`src/rtl/ldpc_pkg.sv`:
```
// rtl/ldpc_pkg.sv - shared LDPC decoder types, defaults and sign-magnitude helpers
package ldpc_pkg;

    localparam int DATA_WIDTH = 6;
    localparam int MAX_DEG    = 8;
    localparam int IDX_W      = $clog2(MAX_DEG);

    typedef struct packed {
        logic                  sign;
        logic [DATA_WIDTH-1:0] mag;
    } sm_msg_t;

    function automatic logic sm_sign(input sm_msg_t m);
        return m.sign;
    endfunction

    function automatic logic [DATA_WIDTH-1:0] sm_mag(input sm_msg_t m);
        return m.mag;
    endfunction

    typedef enum logic {ACC, EMIT} cnu_state_t;

endpackage

```
`src/rtl/min2_tracker.sv`:
```
// rtl/min2_tracker.sv - next (min1, min2, min1_idx) for one incoming magnitude
module min2_tracker
    import ldpc_pkg::*;
#(
    parameter int DW = DATA_WIDTH,
    parameter int IW = IDX_W
) (
    input  logic [DW-1:0] min1,
    input  logic [DW-1:0] min2,
    input  logic [IW-1:0] min1_idx,
    input  logic [DW-1:0] mag,
    input  logic [IW-1:0] cnt,
    output logic [DW-1:0] min1_nxt,
    output logic [DW-1:0] min2_nxt,
    output logic [IW-1:0] min1_idx_nxt
);

    // Strict compares: on a tie the earlier edge keeps min1.
    always_comb begin
        min1_nxt     = min1;
        min2_nxt     = min2;
        min1_idx_nxt = min1_idx;
        if (mag < min1) begin
            min2_nxt     = min1;
            min1_nxt     = mag;
            min1_idx_nxt = cnt;
        end else if (mag < min2) begin
            min2_nxt = mag;
        end
    end

endmodule

```
`src/rtl/cnu_minsum_serial.sv`:
```
// rtl/cnu_minsum_serial.sv - serial min-sum check-node unit (optional CNU_OFFSET_EN offset min-sum)
module cnu_minsum_serial
    import ldpc_pkg::*;
#(
    parameter int DATA_WIDTH = ldpc_pkg::DATA_WIDTH,
    parameter int MAX_DEG    = ldpc_pkg::MAX_DEG,
    parameter int OFFSET     = 1,
    parameter int IDX_W      = $clog2(MAX_DEG)
) (
    input  logic                  clk,
    input  logic                  rst,
    input  logic                  in_valid,
    output logic                  in_ready,
    input  logic [DATA_WIDTH:0]   in_data,
    input  logic                  in_last,
    output logic                  out_valid,
    input  logic                  out_ready,
    output logic [DATA_WIDTH:0]   out_data,
    output logic [IDX_W-1:0]      out_idx,
    output logic                  out_last,
    output logic                  busy
);

    localparam logic [IDX_W-1:0]      LAST_CNT = IDX_W'(MAX_DEG - 1);
    localparam logic [DATA_WIDTH-1:0] OFF_M    = DATA_WIDTH'(OFFSET);

    cnu_state_t             state, state_nxt;
    logic [IDX_W-1:0]       cnt, k, last_idx, min1_idx;
    logic [DATA_WIDTH-1:0]  min1, min2;
    logic                   sgn_acc;
    logic [MAX_DEG-1:0]     sign_buf;

    logic [DATA_WIDTH-1:0]  min1_nxt, min2_nxt;
    logic [IDX_W-1:0]       min1_idx_nxt;
    logic                   in_fire, out_fire, row_end, emit_done;
    logic [DATA_WIDTH-1:0]  raw_mag, adj_mag;
    logic                   emit_sign;

    min2_tracker #(.DW(DATA_WIDTH), .IW(IDX_W)) u_min2_tracker (
        .min1         (min1),
        .min2         (min2),
        .min1_idx     (min1_idx),
        .mag          (in_data[DATA_WIDTH-1:0]),
        .cnt          (cnt),
        .min1_nxt     (min1_nxt),
        .min2_nxt     (min2_nxt),
        .min1_idx_nxt (min1_idx_nxt)
    );

    assign in_fire   = in_valid & in_ready;
    assign out_fire  = out_valid & out_ready;
    assign row_end   = in_fire & (in_last | (cnt == LAST_CNT));
    assign emit_done = out_fire & (k == last_idx);

    always_comb begin
        state_nxt = state;
        case (state)
            ACC:     if (row_end)   state_nxt = EMIT;
            EMIT:    if (emit_done) state_nxt = ACC;
            default: state_nxt = ACC;
        endcase
    end

    always_comb begin
        raw_mag = (k == min1_idx) ? min2 : min1;
`ifdef CNU_OFFSET_EN
        adj_mag = (raw_mag > OFF_M) ? raw_mag - OFF_M : '0;
`else
        adj_mag = raw_mag;
`endif
        // Zero magnitude is always emitted as +0.
        emit_sign = (adj_mag != '0) & (sgn_acc ^ sign_buf[k]);
    end

`ifndef CNU_OFFSET_EN
    logic unused_offset;
    assign unused_offset = ^OFF_M;
`endif

    always_comb begin
        in_ready  = (state == ACC);
        busy      = (state == EMIT);
        out_valid = busy;
        out_data  = busy ? {emit_sign, adj_mag} : '0;
        out_idx   = busy ? k : '0;
        out_last  = busy & (k == last_idx);
    end

    always_ff @(posedge clk or posedge rst) begin
        if (rst) begin
            state    <= ACC;
            cnt      <= '0;
            k        <= '0;
            last_idx <= '0;
            min1     <= '1;
            min2     <= '1;
            min1_idx <= '0;
            sgn_acc  <= 1'b0;
            sign_buf <= '0;
        end else begin
            state <= state_nxt;
            if (in_fire) begin
                sign_buf[cnt] <= in_data[DATA_WIDTH];
                sgn_acc       <= sgn_acc ^ in_data[DATA_WIDTH];
                min1          <= min1_nxt;
                min2          <= min2_nxt;
                min1_idx      <= min1_idx_nxt;
                if (row_end) begin
                    last_idx <= cnt;
                    cnt      <= '0;
                end else begin
                    cnt <= cnt + 1'b1;
                end
            end
            if (out_fire) begin
                if (emit_done) begin
                    k        <= '0;
                    min1     <= '1;
                    min2     <= '1;
                    min1_idx <= '0;
                    sgn_acc  <= 1'b0;
                    cnt      <= '0;
                end else begin
                    k <= k + 1'b1;
                end
            end
        end
    end

endmodule
```
`config.mk`:
```
export PLATFORM = sky130hd
export DESIGN_NAME = cnu_minsum_serial
export DESIGN_NICKNAME = d
export VERILOG_FILES = /design/src/rtl/ldpc_pkg.sv /design/src/rtl/min2_tracker.sv /design/src/rtl/cnu_minsum_serial.sv
export SDC_FILE = /design/constraint.sdc
export NUM_CORES = 1
export LEC_CHECK = 0
export ABC_AREA = 1
export ABC_CLOCK_PERIOD_IN_PS = 2200
export CORE_ASPECT_RATIO = 2
export CORE_UTILIZATION = 50
export CTS_CLUSTER_DIAMETER = 30
export CTS_CLUSTER_SIZE = 14
export DETAILED_ROUTE_END_ITERATION = 16
export PLACE_DENSITY_LB_ADDON = 0.3
export SLEW_MARGIN = 25
export SYNTH_ARGS = -nofsm -noshare
export SYNTH_HDL_FRONTEND = slang
export SYNTH_SLANG_ARGS = --single-unit
```
`constraint.sdc`:
```
create_clock -name clk -period 2.2 [get_ports clk]
set_input_delay 0.66 -clock clk [delete_from_list [all_inputs] [get_ports clk]]
set_output_delay 0.66 -clock clk [all_outputs]
set_load 0.05 [all_outputs]
```
==> impl_metrics.toml <==
[clocking]
cts_tree = "done"
h-tree-depth = 2
root_buffer = "clkbuf_8"
clkSinkCount = 34
clk_pin_slew_ns = 0.07
cts_hold_buf = 0
clk_path_buf_depth = 2
clock_latency_ns = 0.28
cts_buffers = 5

[place]
place_ws_ns = -0.317
place_inst = 400
gp_congestion = 0.930
dpl.hpwl_um = 4410
io_buffers = 25

[layout]
nets = 382
fin_cells = 412
drive_gt1_share_pct = 28.2
fin_util_pct = 68.9
area_growth_pct = 30.7
n_fill_cell = 358
num_antenna_cells = 0

[worst_setup_path]
critPathMostFrequentCell = "nand2_1"
crit_fanout = 8
r2r_slack_ns = 0.38
critPathRequiredTime_ns = 1.54
slowest_stage = "dfrtp_2"
arrival_ns = 1.74
cp-end-kind = "primary output"
cp_slowest_stage_delay_ns = 0.47
startpoint_type = "register"
worstSetupPathType = "register to primary output"
crit_chain = "xnor2_4 > nand3_4 > nand2_1 > nand2_2 > nand2_1 > nor2_2 > a21oi_2 > buf_12"

[floorplanning]
die_y_um = 98.6
die_area_sq_um = 4960
core-area_sq_um = 4420
io_pins = 26
row_count = 34
start_util_pct = 52.8
die-width_um = 50.3

[detailed_routing]
first_iter_violations = 40
drc = 0
first_pass_iters = 4
ant_nets = 0
vias = 2145
wl_um = 5760
wire_per_inst_um = 14.0
viasPerCell = 5.21

[grt]
grt_max_degree = 35
gr-total-overflow = 0
grt_antenna_before_repair = 0
grt_pass1_vias = 2215
grt_pass1_wl_um = 9760
grt_usage_pct = 26.0

[synthesis]
netlist_instances = 309
synth.yosys.seq_area_share_pct = 37.1
ys_warn_count = 0
yosys.cell_types.count = 34
syn-num-nets = 334
ys_ff_latch = 34
syn_avg_cell_area_sq_um = 7.56
synthesis.area_sq_um = 2330

[hold_path]
min_path_type = "register to register"

[power]
p_leak_nw = 1.58
power.density_nw_per_um2 = 1830
vdd_drop_max_mv = 1.78

[sta]
rsz0062_at_grt = "yes"
fin_crit_ns = 2.40
fin_skew_ns = 0.00525
fin_crit_sh_pct = 109
finalWorstSetupSlack_ns = -0.204
max_freq_mhz = 416
slew_viol_final = 0
tightest_slew_ns = 0.432
setup_viol = 8
hold_viol_final = 0
hold_slack_ns = 0.504
slew_headroom_pct = 71.2

[run]
maxCapViolations = 0

[status]
status = "complete, but fails checks"
violations = "negative setup slack"
-- worst max-delay path, delay by kind of cell (launching register included) --
kind | cells | cell delay, ns
flops | 1 | 0.47
simple gates | 5 | 0.46
xor+xnor | 1 | 0.20
compound gates | 1 | 0.18
buf+inv | 1 | 0.16
-- area by class of cell --
| class | count | area (sq um) | share of cell area, % |
|---|---|---|---|
| sequential | 34 | 868 | 28.5 |
| timing repair buffer | 47 | 533 | 17.5 |
| tap | 54 | 67.6 | 2.21 |
| inverter | 58 | 225 | 7.38 |
| clock buffer | 7 | 86.3 | 2.83 |
| clock inverter | 1 | 5.00 | 0.164 |
| multi-input combinational | 211 | 1260 | 41.5 |
-- kinds of logic after synthesis --
logic type / count (synthesis) / synth area share, %
DFF: 34 / 37.1
adders and majority gates: 13 / 6.97
buffers and inverters: 64 / 11.7
xor gates and xnor gates: 5 / 3.00
AOI/OAI and AO/OA: 60 / 15.2
and+or+nand+nor: 133 / 26.0
-- Yosys cell counts (all sizes together) --
master / count / area (sq um)
nand2: 77 / 317
inv: 58 / 223
o21ai: 32 / 175
nor2: 26 / 113
nand3: 23 / 138
dfrtp: 22 / 551
ha: 13 / 163
a21oi: 12 / 60.1
dfstp: 12 / 315
o211ai: 8 / 65.1
buf: 6 / 51.3
a31oi: 4 / 25.0
nand4: 4 / 25.0
nor3: 3 / 15.0
xor2: 3 / 33.8
a21boi: 2 / 15.0
o21a: 2 / 15.0
xnor2: 2 / 36.3
-- report_power, final --
group	internal (mW)	switching, mW	total (mW)	leakage (nW)
registers	1.01	0.257	1.27	0.391
logic	1.55	2.27	3.83	1.14
clock network	0.252	0.223	0.475	0.0482
total	2.82	2.75	5.57	1.58
-- per-stage QoR --
| stage | cell area [sq um] | setup TNS [ns] | power, mW |
|---|---|---|---|
| detailed placement | 2860 | -3.48 | 4.85 |
| global placement | 2860 | -3.06 | 4.79 |
| finish | 3050 | -0.640 | 5.57 |
| global route | 3050 | -1.46 | 5.98 |
| floorplan | 2340 | -0.771 | 3.57 |
| CTS | 2990 | -0.702 | 5.45 |
-- sequential cells by signal (all words and copies together) (netlist names) --
name,cells
min1,6
k,3
sign_buf,8
min2,6
sgn_acc,1
min1_idx,3
cnt,3
last_idx,3
busy,1
-- path summary, 6_finish.rpt --
path | depth (start not counted) | startpoint | endpoint
max in group asynchronous | 3 | rst | min1[1]
hold reg to reg | 2 | sign_buf[6] | sign_buf[6]
min in group asynchronous | 3 | rst | cnt[2]
hold / removal | 2 | sign_buf[6] | sign_buf[6]
setup reg to reg | 11 | min1[5] | min2[2]
setup / recovery | 8 | k[1] | out_data[6]
-- cell usage in the layout, fill, tap and decap left out, types with 5 or more instances in the layout --
cell / n
a21oi_1: 11
buf_12: 12
buf_4: 24
clkbuf_8: 6
clkdlybuf4s50_1: 10
dfrtp_1: 20
dfstp_2: 12
ha_1: 13
inv_1: 50
inv_2: 5
nand2_1: 66
nand2_2: 6
nand2_4: 5
nand3_1: 20
nor2_1: 13
nor2_2: 10
o211ai_1: 7
o21ai_0: 24
-- metal layers --
layer  vias to the layer above  share of wire (%)  track usage (%)
li1                       1089                  -                -
met1                       978                 36             26.2
met2                        53                 57             46.9
met3                        25                2.6             3.86
met4                         0                5.2             17.7
met5                         -                  0                0
-- what timing repair did --
| action | CTS | global route |
|---|---|---|
| gates resized for setup | 7 | 18 |
| setup endpoints to repair | 9 | 20 |
| pin swaps | 4 | 8 |
| endpoints found under the hold margin | 0 | 0 |
| buffers inserted | 3 | 1 |
No activity file was read; power rests on OpenSTA's default activity.
